$ cat config.mk
export PLATFORM = sky130hd
export DESIGN_NAME = i2c_poll_sequencer
export DESIGN_NICKNAME = d
export VERILOG_FILES = /design/src/rtl/i2c_poll_sequencer.sv
export SDC_FILE = /design/constraint.sdc
export NUM_CORES = 1
export LEC_CHECK = 0
export BUFFER_PORTS_ARGS = -buffer_cell sky130_fd_sc_hd__buf_2
export CORE_AREA = 8 8 266 268
export CTS_CLUSTER_SIZE = 24
export DETAILED_ROUTE_END_ITERATION = 6
export DIE_AREA = 0 0 274 276
export PLACE_DENSITY = 0.6
export SYNTH_ARGS = -nofsm -noshare
export SYNTH_HDL_FRONTEND = slang
export SYNTH_SLANG_ARGS = --single-unit
$ cat constraint.sdc
create_clock -name clk -period 6.6 [get_ports clk]
set_input_delay 0 -clock clk [delete_from_list [all_inputs] [get_ports clk]]
set_output_delay 0 -clock clk [all_outputs]
set_load 0.05 [all_outputs]
$ cat src/rtl/i2c_poll_sequencer.sv
// Table-driven I2C polling sequencer: sweeps NUM_SLOTS programmable read/write entries
// through the shared I2C byte master. Define I2C_POLL_TIMEOUT_EN to build in the hung-bus watchdog.
module i2c_poll_sequencer #(
    parameter int  NUM_SLOTS      = 16,
    parameter int  I2C_DATA_WIDTH = 8,
    parameter int  REGISTER_WIDTH = 8,
    parameter int  ADDRESS_WIDTH  = 7,
    parameter int  POLL_GAP       = 1024,
    parameter int  TIMEOUT_CYCLES = 65535,
    localparam int IW             = $clog2(NUM_SLOTS),
    localparam int EW             = 2 + ADDRESS_WIDTH + REGISTER_WIDTH + I2C_DATA_WIDTH
) (
    input  logic                      clk,
    input  logic                      rst,
    input  logic                      enable,
    input  logic                      cfg_we,
    input  logic [IW-1:0]             cfg_index,
    input  logic [EW-1:0]             cfg_entry,
    input  logic [IW-1:0]             rd_index,
    output logic [I2C_DATA_WIDTH-1:0] rd_data,
    output logic [NUM_SLOTS-1:0]      result_valid,
    output logic                      sweep_done,
    input  logic                      err_clr,
    output logic                      timeout_err,
    output logic [IW-1:0]             err_slot,
    input  logic                      i2c_busy,
    input  logic [I2C_DATA_WIDTH-1:0] i2c_miso_data,
    output logic                      i2c_enable,
    output logic                      i2c_read_write,
    output logic [I2C_DATA_WIDTH-1:0] i2c_mosi_data,
    output logic [REGISTER_WIDTH-1:0] i2c_register_address,
    output logic [ADDRESS_WIDTH-1:0]  i2c_device_address
);
    localparam logic [2:0] ST_IDLE  = 3'd0;
    localparam logic [2:0] ST_LOAD  = 3'd1;
    localparam logic [2:0] ST_ISSUE = 3'd2;
    localparam logic [2:0] ST_WAIT  = 3'd3;
    localparam logic [2:0] ST_NEXT  = 3'd4;
    localparam logic [2:0] ST_GAP   = 3'd5;

    localparam int DW = I2C_DATA_WIDTH;
    localparam int RW = REGISTER_WIDTH;
    localparam int AW = ADDRESS_WIDTH;
    localparam int GW = (POLL_GAP > 1) ? $clog2(POLL_GAP) : 1;

    localparam logic [IW:0]   SLOT_COUNT = (IW + 1)'(NUM_SLOTS);
    localparam logic [IW-1:0] LAST_SLOT  = IW'(NUM_SLOTS - 1);
    localparam logic [IW-1:0] SLOT_ONE   = IW'(1'b1);
    // POLL_GAP of 0 still spends the single GAP cycle
    localparam logic [GW-1:0] GAP_LAST   = GW'((POLL_GAP == 0) ? 0 : POLL_GAP - 1);
    localparam logic [GW-1:0] GAP_ONE    = GW'(1'b1);

    logic [EW-1:0]        table_r [NUM_SLOTS];
    logic [DW-1:0]        result_r [NUM_SLOTS];
    logic [NUM_SLOTS-1:0] result_valid_r;
    logic [2:0]           state_r;
    logic [IW-1:0]        slot_r;
    logic [GW-1:0]        gap_cnt_r;
    logic [EW-1:0]        entry_s;
    logic                 tmo_hit_s;
    logic                 i2c_enable_r;
    logic                 i2c_read_write_r;
    logic [DW-1:0]        i2c_mosi_data_r;
    logic [RW-1:0]        i2c_register_address_r;
    logic [AW-1:0]        i2c_device_address_r;

    assign entry_s = table_r[slot_r];

    // Table programming from the BSP side, accepted in every state
    always_ff @(posedge clk) begin
        if (rst) begin
            for (int i = 0; i < NUM_SLOTS; i++) table_r[i] <= '0;
        end else if (cfg_we && ({1'b0, cfg_index} < SLOT_COUNT)) begin
            table_r[cfg_index] <= cfg_entry;
        end
    end

`ifdef I2C_POLL_TIMEOUT_EN
    localparam logic [15:0] TMO_LIMIT = 16'(TIMEOUT_CYCLES);

    logic [15:0]   tmo_cnt_r;
    logic          tmo_arm_s;
    logic          timeout_err_r;
    logic [IW-1:0] err_slot_r;

    // Only cycles that would otherwise keep waiting may expire the watchdog
    assign tmo_arm_s = ((state_r == ST_ISSUE) && !i2c_busy) || ((state_r == ST_WAIT) && i2c_busy);
    assign tmo_hit_s = tmo_arm_s && ((tmo_cnt_r + 16'd1) == TMO_LIMIT);

    // Per-transaction watchdog and sticky error capture; a new timeout beats err_clr
    always_ff @(posedge clk) begin
        if (rst) begin
            tmo_cnt_r     <= 16'd0;
            timeout_err_r <= 1'b0;
            err_slot_r    <= '0;
        end else begin
            if (state_r == ST_LOAD) begin
                tmo_cnt_r <= 16'd0;
            end else if ((state_r == ST_ISSUE) || (state_r == ST_WAIT)) begin
                tmo_cnt_r <= tmo_cnt_r + 16'd1;
            end
            if (tmo_hit_s) begin
                timeout_err_r <= 1'b1;
                err_slot_r    <= slot_r;
            end else if (err_clr) begin
                timeout_err_r <= 1'b0;
                err_slot_r    <= '0;
            end
        end
    end

    assign timeout_err = timeout_err_r;
    assign err_slot    = err_slot_r;
`else
    logic unused_s;

    assign unused_s    = err_clr;
    assign tmo_hit_s   = 1'b0;
    assign timeout_err = 1'b0;
    assign err_slot    = '0;
`endif

    // Sweep sequencing, bus request registers and read-result capture
    always_ff @(posedge clk) begin
        if (rst) begin
            state_r                <= ST_IDLE;
            slot_r                 <= '0;
            gap_cnt_r              <= '0;
            i2c_enable_r           <= 1'b0;
            i2c_read_write_r       <= 1'b0;
            i2c_mosi_data_r        <= '0;
            i2c_register_address_r <= '0;
            i2c_device_address_r   <= '0;
            result_valid_r         <= '0;
            for (int i = 0; i < NUM_SLOTS; i++) result_r[i] <= '0;
        end else begin
            case (state_r)
                ST_IDLE: begin
                    slot_r <= '0;
                    if (enable && !i2c_busy) state_r <= ST_LOAD;
                end
                ST_LOAD: begin
                    if (entry_s[EW-1]) begin
                        i2c_read_write_r       <= entry_s[EW-2];
                        i2c_device_address_r   <= entry_s[DW+RW +: AW];
                        i2c_register_address_r <= entry_s[DW +: RW];
                        i2c_mosi_data_r        <= entry_s[DW-1:0];
                        i2c_enable_r           <= 1'b1;
                        state_r                <= ST_ISSUE;
                    end else begin
                        state_r <= ST_NEXT;
                    end
                end
                ST_ISSUE: begin
                    if (i2c_busy) begin
                        i2c_enable_r <= 1'b0;
                        state_r      <= ST_WAIT;
                    end else if (tmo_hit_s) begin
                        i2c_enable_r <= 1'b0;
                        state_r      <= ST_NEXT;
                    end
                end
                ST_WAIT: begin
                    if (!i2c_busy) begin
                        if (i2c_read_write_r) begin
                            result_r[slot_r]       <= i2c_miso_data;
                            result_valid_r[slot_r] <= 1'b1;
                        end
                        state_r <= ST_NEXT;
                    end else if (tmo_hit_s) begin
                        state_r <= ST_NEXT;
                    end
                end
                ST_NEXT: begin
                    if (!enable) begin
                        state_r <= ST_IDLE;
                    end else if (slot_r == LAST_SLOT) begin
                        gap_cnt_r <= '0;
                        state_r   <= ST_GAP;
                    end else begin
                        slot_r  <= slot_r + SLOT_ONE;
                        state_r <= ST_LOAD;
                    end
                end
                ST_GAP: begin
                    if (gap_cnt_r == GAP_LAST) begin
                        state_r <= ST_IDLE;
                    end else begin
                        gap_cnt_r <= gap_cnt_r + GAP_ONE;
                    end
                end
                default: begin
                    i2c_enable_r <= 1'b0;
                    state_r      <= ST_IDLE;
                end
            endcase
        end
    end

    assign sweep_done           = (state_r == ST_NEXT) && enable && (slot_r == LAST_SLOT);
    assign rd_data              = result_r[rd_index];
    assign result_valid         = result_valid_r;
    assign i2c_enable           = i2c_enable_r;
    assign i2c_read_write       = i2c_read_write_r;
    assign i2c_mosi_data        = i2c_mosi_data_r;
    assign i2c_register_address = i2c_register_address_r;
    assign i2c_device_address   = i2c_device_address_r;

endmodule
After elaboration in Yosys (flattened, before gate mapping) --
Memory sizes are Yosys's and may differ from the RTL's. A register that Yosys moved wholly into a read port is not among the register bits. Cells that the tools add are included.
Storage, ports and cells: memories 2, register bits after elaboration 58, memory bits (writable) 528, bits of input ports 47
Cells by class: eq/ne operators 16, magnitude comparators 2, bitwise logic cells 3, add/subtract/negate cells 2, reductions and logical operators 17, muxes and demuxes 38
Memory list:
- table_r | words 16, bits a word 25, read ports 1, clocked after memory_dff 1, write ports 16, line 53 | logic [EW-1:0] table_r [NUM_SLOTS];
- result_r | words 16, bits a word 8, read ports 1, clocked after memory_dff 0, write ports 16, line 54 | logic [DW-1:0] result_r [NUM_SLOTS];
Operators by type and width (number):
- two-way mux 10 bit | 3
- two-way mux 25 bit | 1
- OR reduction 25 bit | 1
- two-way mux 4 bit | 6
- two-way mux 3 bit | 7
- case mux 10 bit (2 select lines) | 1
- != test 2 bit (second input constant) | 9
- case mux 3 bit (6 select lines) | 1
- bitwise OR 16 bit | 1
- two-way mux 1 bit | 15
- adder 10 x 1 -> 10 bit (second input constant) | 1
- == test 10 bit (second input constant) | 1
- AND reduction 3 bit | 3
- two-way mux 8 bit | 1
- case mux 4 bit (2 select lines) | 1
- AND reduction 4 bit | 2
- OR reduction 8 bit | 1
- == test 3 x 2 -> 1 bit (second input constant) | 2
- == test 3 bit (second input constant) | 2
- < comparator 4 x 5 -> 1 bit (second input constant) | 1
- adder 4 x 1 -> 4 bit (second input constant) | 1
- demux 1 bit (select 4 bit) | 1
- == test 4 bit (second input constant) | 1
- >= comparator 4 x 1 -> 1 bit (second input constant) | 1
- 9 further kinds | 14

Longest topological paths before layout --
Gate-level depths: netlist (run 1).
word-level depth 7, gate-level depth with buffers 8

Worst setup path after synthesis (run 1) --
OpenSTA, ideal clock, no wires.
path kind input to register, start in rst, end mem table_r[6][0] in the netlist's numbering, enable pin, cell stages on the path 5, data required time 6158 ps, setup slack 3788 ps, setup time 442 ps, buffers on the path 1, data arrival time 2371 ps, cell sequence clkbuf_1 nand2b_1 nor2_1 nand2_1 o21ai_0
RTL lines:
- start, declared | line 14 | input logic rst,
- end, declared | line 53

==> impl_metrics.json, run 1 <==
{
  "min_path_cells": 4,
  "layout.nets": 1868,
  "hp-start": "enable",
  "area_growth_pct": 14.8,
  "fin_crit_sh_pct": 53.0,
  "path_cells": "buf_4 -> nor2b_1 -> a22oi_4 -> a21oi_4 -> buf_4 -> mux2i_1 -> nor2_1",
  "htreeDepth": 3,
  "dp_slack_ns": 2.91,
  "postSynthCellCount": 1713,
  "fillers": 5936,
  "synth_edf_count": 528,
  "ctsRootBufferMaster": "clkbuf_16",
  "report.final.setup_viol": 0,
  "peakVddDrop_v": 0.000228,
  "critPathMaxFanout": 43,
  "power.density_mw_per_mm2": 274,
  "post-synth-top-count-cell": "edfxtp_1",
  "critPathKind": "flop to flop",
  "synthDistinctLibCells": 53,
  "grt-ovfl-total": 0,
  "critPathLaunchType": "flop",
  "ys_async_sr_fraction_pct": 0,
  "ff2ff_path_depth": 7,
  "synth_flop_cell": "edfxtp_1",
  "yosysSeqAreaShare_pct": 64.9,
  "start_util_pct": 39.6,
  "setup_tns_ns": 0,
  "clkTransAtPathRegs_ns": 0.06,
  "syn-cell-area_mm2": 0.0263,
  "die-height_um": 276,
  "max_freq_mhz": 286,
  "grtUsageTotal_pct": 18.1,
  "hold_viol": 0,
  "synth_area_leaders": "edfxtp_1 60%, mux4_2 12%, and2_1 12%",
  "layout_min_cycle_time_ns": 3.50,
  "num_io_pins": 102,
  "skew_ns": 0.0175,
  "syn_avg_cell_area_um2": 15.4,
  "drc_errors": 0,
  "dieWidth_um": 274,
  "yosys.area.top_type": "edfxtp_1",
  "m1WireLength_mm": 28.3,
  "grt_pass1_vias": 15390,
  "multi_input_area_mm2": 0.00883,
  "drt_iter0_markers": 1223,
  "slowest_delay_ns": 0.97,
  "clkLatencyLatePin_ns": 0.60,
  "netlist.area_leader.share_pct": 60.2,
  "ant_nets": 0,
  "clkSinkCount": 590,
  "yosys_warnings": 0,
  "dr_wl_met2_mm": 34.1,
  "crit_path_end_kind": "flop",
  "synth_commonest_cells": "528 x edfxtp_1, 499 x and2_1, 140 x mux4_2",
  "maxCapViolations": 0,
  "drive_gt1_share_pct": 22.0,
  "relSlewSlack_pct": 19.6,
  "fin_ws_ns": 3.10,
  "numCtsBuffers": 66,
  "area.sequential_mm2": 0.0171,
  "outcome": "finished, final reports clean",
  "cts_resized": 0,
  "vias": 14666,
  "critical_path_arrival_ns": 3.96,
  "cts_buffer_depth": 3,
  "synth_seq_cells": 590,
  "critPathSlowestCell": "dfxtp_4",
  "dp_hpwl_mm": 40.0,
  "viasPerCell": 5.34,
  "critical_path_required_ns": 7.06,
  "worst_pin_slew_ns": 1.21,
  "rows": 95,
  "cts_tree": "done",
  "grt_pass1_wl_mm": 102,
  "core_mm2": 0.0666,
  "totalWireLength_mm": 68.9,
  "top_layer_used": "met5",
  "wl_met3_mm": 4.70,
  "dr.pass1.iters": 5,
  "grt_max_degree": 71,
  "hold_path.class": "input pin to flop",
  "final-max-slew-violation-count": 0,
  "die_area_mm2": 0.0756,
  "placement.io_buffers": 95,
  "rsz0062_at_grt": "no",
  "cpMostUsedCell": "buf_4",
  "leakage_uw": 0.0108,
  "wl_per_cell_um": 25.1,
  "antenna_found_initial": 6,
  "gp_congestion": 0.766
}
## worst max-delay path, delay by kind of cell (launching register included)
kind                   cells  cell delay (ns)
AO/OA/AOI/OAI              2             0.67
flip-flops                 1             0.97
multiplexers               1             0.24
AND/OR/NAND/NOR            2             0.36
buffers and inverters      2             1.10
## power by group
group | switching, uW | leakage, uW | internal, uW
clock | 1490 | 0.000999 | 2050
sequential | 49.8 | 0.00563 | 4240
combinational | 306 | 0.00415 | 157
total | 1850 | 0.0108 | 6440
## kinds of logic (layout without fill, tap and decap cells)
family / Yosys count / in the layout / share of synthesized area (%)
compound gates: 107 / 107 / 3.03
xor+xnor: 10 / 10 / 0.333
fa+ha+maj: 5 / 5 / 0.238
buf+inv: 148 / 300 / 2.52
flops: 590 / 590 / 64.9
mux: 165 / 165 / 12.9
other cells: 1 / 8 / 0.0142
simple gates: 687 / 687 / 16.0
## layout make-up
cell class,instances,share of cell area [%]
Multi-Input combinational cell,979,29.2
Timing Repair Buffer,167,3.67
Tap cell,873,3.61
Clock inverter,22,0.633
Antenna cell,3,0.0248
Inverter,12,0.149
Clock buffer,99,6.17
Sequential cell,590,56.6
## routing by layer
layer | track usage, % | vias up
met2 | 30.5 | 449
met4 | 4.96 | 4
met3 | 4.26 | 115
met5 | 0 | -
li1 | - | 6555
met1 | 23.3 | 7543
## final timing paths
check                                       endpoint  slack [ns]
setup / recovery  i2c_device_address[1]$_SDFFE_PP0P_        3.10
hold / removal               state_r[0]$_SDFFE_PP0P_        0.29
setup reg to reg  i2c_device_address[1]$_SDFFE_PP0P_        3.10
hold reg to reg        result_valid[14]$_SDFFE_PP0P_        0.44
## through the flow
step / cells / area [um^2] / util [%] / total power [uW] / hold slack, ns
2_1_floorplan: 1717 / 26400 / - / 4630 / 0.159
5_1_grt: 2743 / 30200 / 45.4 / 8540 / 0.293
4_1_cts: 2742 / 30200 / 45.4 / 8360 / 0.272
3_5_place_dp: 2584 / 27800 / 41.8 / 4820 / 0.364
6_report: 2745 / 30200 / 45.4 / 8290 / 0.291
3_3_place_gp: 2584 / 27800 / 41.8 / 4800 / 0.343
## flip-flops by register name (all words and copies together), names as in the netlist, named ones only
name / cells
state_r: 3
i2c_register_address: 8
result_r: 128
i2c_device_address: 7
result_valid: 16
i2c_enable: 1
i2c_read_write: 1
i2c_mosi_data: 8
table_r: 400
gap_cnt_r: 10
slot_r: 4
## layout by cell type (no fill, tap or decap), types with 29 or more instances in the layout
master	n
buf_4	35
and3_1	35
mux4_2	140
dfxtp_1	60
dlygate4sd3_1	37
buf_2	95
clkbuf_16	67
and2_1	499
nor2_1	45
nand2_1	29
edfxtp_1	528
a22oi_1	49
## timing repair
action                    CTS  global route
hold endpoints to repair  542             0
setup buffers               0             0
hold buffers               37             0
(Power assumes the default switching activity.)
==> run 2: changes to the inputs <==
--- a/config.mk
+++ b/config.mk
@@ -10,7 +10,7 @@
 export CTS_CLUSTER_SIZE = 24
 export DETAILED_ROUTE_END_ITERATION = 6
 export DIE_AREA = 0 0 274 276
-export PLACE_DENSITY = 0.6
+export PLACE_DENSITY = 0.62
 export SYNTH_ARGS = -nofsm -noshare
 export SYNTH_HDL_FRONTEND = slang
 export SYNTH_SLANG_ARGS = --single-unit
==> constraint.sdc (replaced) <==
create_clock -name clk -period 2.9 [get_ports clk]
set_input_delay 0 -clock clk [delete_from_list [all_inputs] [get_ports clk]]
set_output_delay 0 -clock clk [all_outputs]
set_load 0.05 [all_outputs]
==> run 2 against run 1 <==
Net effect: die area stayed put; critical path depth is 3 lower; sequential share of layout area decreased by 0.76 points; non-clock buffer count grew 51; sequential power increased by 130%; hold slack got worse by 0.12 ns; setup slack lost 2.7 ns; clock skew rose by 0.033 ns; clock power grew 130%; critical path type is now flop to output pin; clock-buffer cell count is 17 lower; cell count grew 1.6%.
==> impl_metrics.json, run 2 (synthesis gave the netlist of run 1 again) <==
{
  "outcome": "finished, final reports clean",
  "rows": 95,
  "viasPerCell": 5.39,
  "setup_tns_ns": 0,
  "worstReg2RegStart": "slot_r[0]$_SDFFE_PP0P_",
  "max_freq_mhz": 398,
  "htreeDepth": 2,
  "dp_hpwl_mm": 42.1,
  "cts_buffer_depth": 3,
  "layout_min_cycle_time_ns": 2.51,
  "skew_ns": 0.0505,
  "grtUsageTotal_pct": 18.0,
  "cts_resized": 0,
  "rsz0062_at_grt": "no",
  "dr.pass1.iters": 5,
  "final_cell_mix": "528 x edfxtp_1, 499 x and2_1, 140 x mux4_2, 95 x buf_2, 80 x buf_4",
  "power.density_mw_per_mm2": 616,
  "gp_congestion": 0.811,
  "postCtsSetupRepairBufs": 0,
  "antenna_found_initial": 6,
  "crit_start": "slot_r[3]$_SDFFE_PP0P_",
  "worst_pin_slew_ns": 1.10,
  "drive_gt1_share_pct": 24.4,
  "cts_tree": "done",
  "grt_max_degree": 35,
  "top_register": "table_r",
  "grt_pass1_wl_mm": 102,
  "grt-ovfl-total": 0,
  "vias": 15045,
  "clkLatencyLatePin_ns": 0.67,
  "peakVddDrop_v": 0.000481,
  "critPathLaunchType": "flop",
  "grt_pass1_vias": 15736,
  "finalPower_uw": 18900,
  "clkTransAtPathRegs_ns": 0.06,
  "die-height_um": 276,
  "ctsRootBufferMaster": "clkbuf_16",
  "drt_iter0_markers": 1367,
  "layout.nets": 1914,
  "numCtsBuffers": 61,
  "critical_path_arrival_ns": 2.51,
  "slowest_delay_ns": 0.75,
  "critPathMaxFanout": 12,
  "largest_register_ff_count": 400,
  "core_mm2": 0.0666,
  "critPathSlowestCell": "dfxtp_1",
  "clkSinkCount": 590,
  "num_io_pins": 102,
  "totalWireLength_mm": 69.0,
  "wl_per_cell_um": 24.7,
  "dp_cells": 2634,
  "leakage_uw": 0.0111,
  "path_cells": "nand3_1 -> nor4_2 -> buf_4 -> buf_2",
  "dieWidth_um": 274,
  "final-max-slew-violation-count": 0,
  "instances_no_fill": 2790,
  "final_area_mm2": 0.0307,
  "hp-start": "cfg_index[1]",
  "report.final.setup_viol": 0,
  "critPathKind": "flop to output pin",
  "hold_path.class": "input pin to flop",
  "die_area_mm2": 0.0756,
  "maxCapViolations": 0,
  "mostFrequentLayoutCell": "edfxtp_1",
  "start_util_pct": 39.6,
  "place_area_mm2": 0.0282,
  "ant_nets": 0,
  "drc_errors": 0,
  "fillers": 5839,
  "hold_viol": 0,
  "relSlewSlack_pct": 26.8,
  "critical_path_required_ns": 2.90,
  "fin_crit_sh_pct": 86.7,
  "area_growth_pct": 16.4,
  "placement.io_buffers": 95,
  "crit_path_end_kind": "output pin"
}
-- run 2: changes by cell type in the layout (fill, tap and decap cells not counted), sizes merged --
cell | previous run | this run
dlygate4sd3 | 37 | 38
clkinv | 17 | 25
clkinvlp | 0 | 1
buf | 130 | 180
inv | 15 | 13
diode | 3 | 2
clkbuf | 99 | 82
bufinv | 2 | 7
-- run 2: worst max-delay path, delay by kind of cell, from the launching register on --
kind	cells	cell delay (ns)
DFF	1	0.75
buffers and inverters	2	0.52
and+or+nand+nor	2	0.61
-- run 2: final timing paths --
check             depth (start not counted)  slack [ns]                      endpoint
setup / recovery                          4        0.39                    sweep_done
hold / removal                            4        0.18  table_r[4][23]$_SDFFCE_PN0P_
setup reg to reg                          5        0.46  result_r[4][1]$_SDFFCE_PN0P_
hold reg to reg                           1        0.45  result_valid[3]$_SDFFE_PP0P_
-- run 2: layer usage --
| layer | track usage, % | part of all wire (%) | up-vias |
|---|---|---|---|
| li1 | - | - | 6637 |
| met1 | 23.1 | 40 | 7739 |
| met2 | 30.4 | 49 | 520 |
| met3 | 2.90 | 6.7 | 145 |
| met4 | 6.58 | 3.5 | 4 |
| met5 | 0 | 0.033 | - |
-- run 2: final cells by class --
class                   instances  area (um^2)  share of cell area (%)
repair buffers                218         1560                    5.08
multi-input cells             979         8790                    28.7
inverters                      12         45.0                   0.147
diodes                          2         5.00                  0.0163
well taps                     873         1090                    3.56
clock buffers                  82         1660                    5.40
clock inverters                34          409                    1.33
flip-flops and latches        590        17100                    55.8
-- run 2: power by group --
part	switching, uW	leakage [uW]	internal, uW	total [uW]
logic	703	0.00442	389	1090
registers	113	0.00563	9640	9750
clock network	3390	0.00101	4650	8040
-- run 2: repair_timing --
action	in CTS	in global routing
hold buffers	38	0
hold endpoints to repair	548	0
endpoints found under the setup margin	0	0
-- run 2: metrics by stage --
step / worst slack (ns) / hold WS, ns / utilization [%]
floorplan: 0.0876 / 0.159 / -
global placement: 0.486 / 0.315 / 42.4
detailed placement: 0.479 / 0.309 / 42.4
CTS: 0.335 / 0.124 / 46.0
global route: 0.173 / 0.176 / 46.0
finish: 0.387 / 0.176 / 46.1
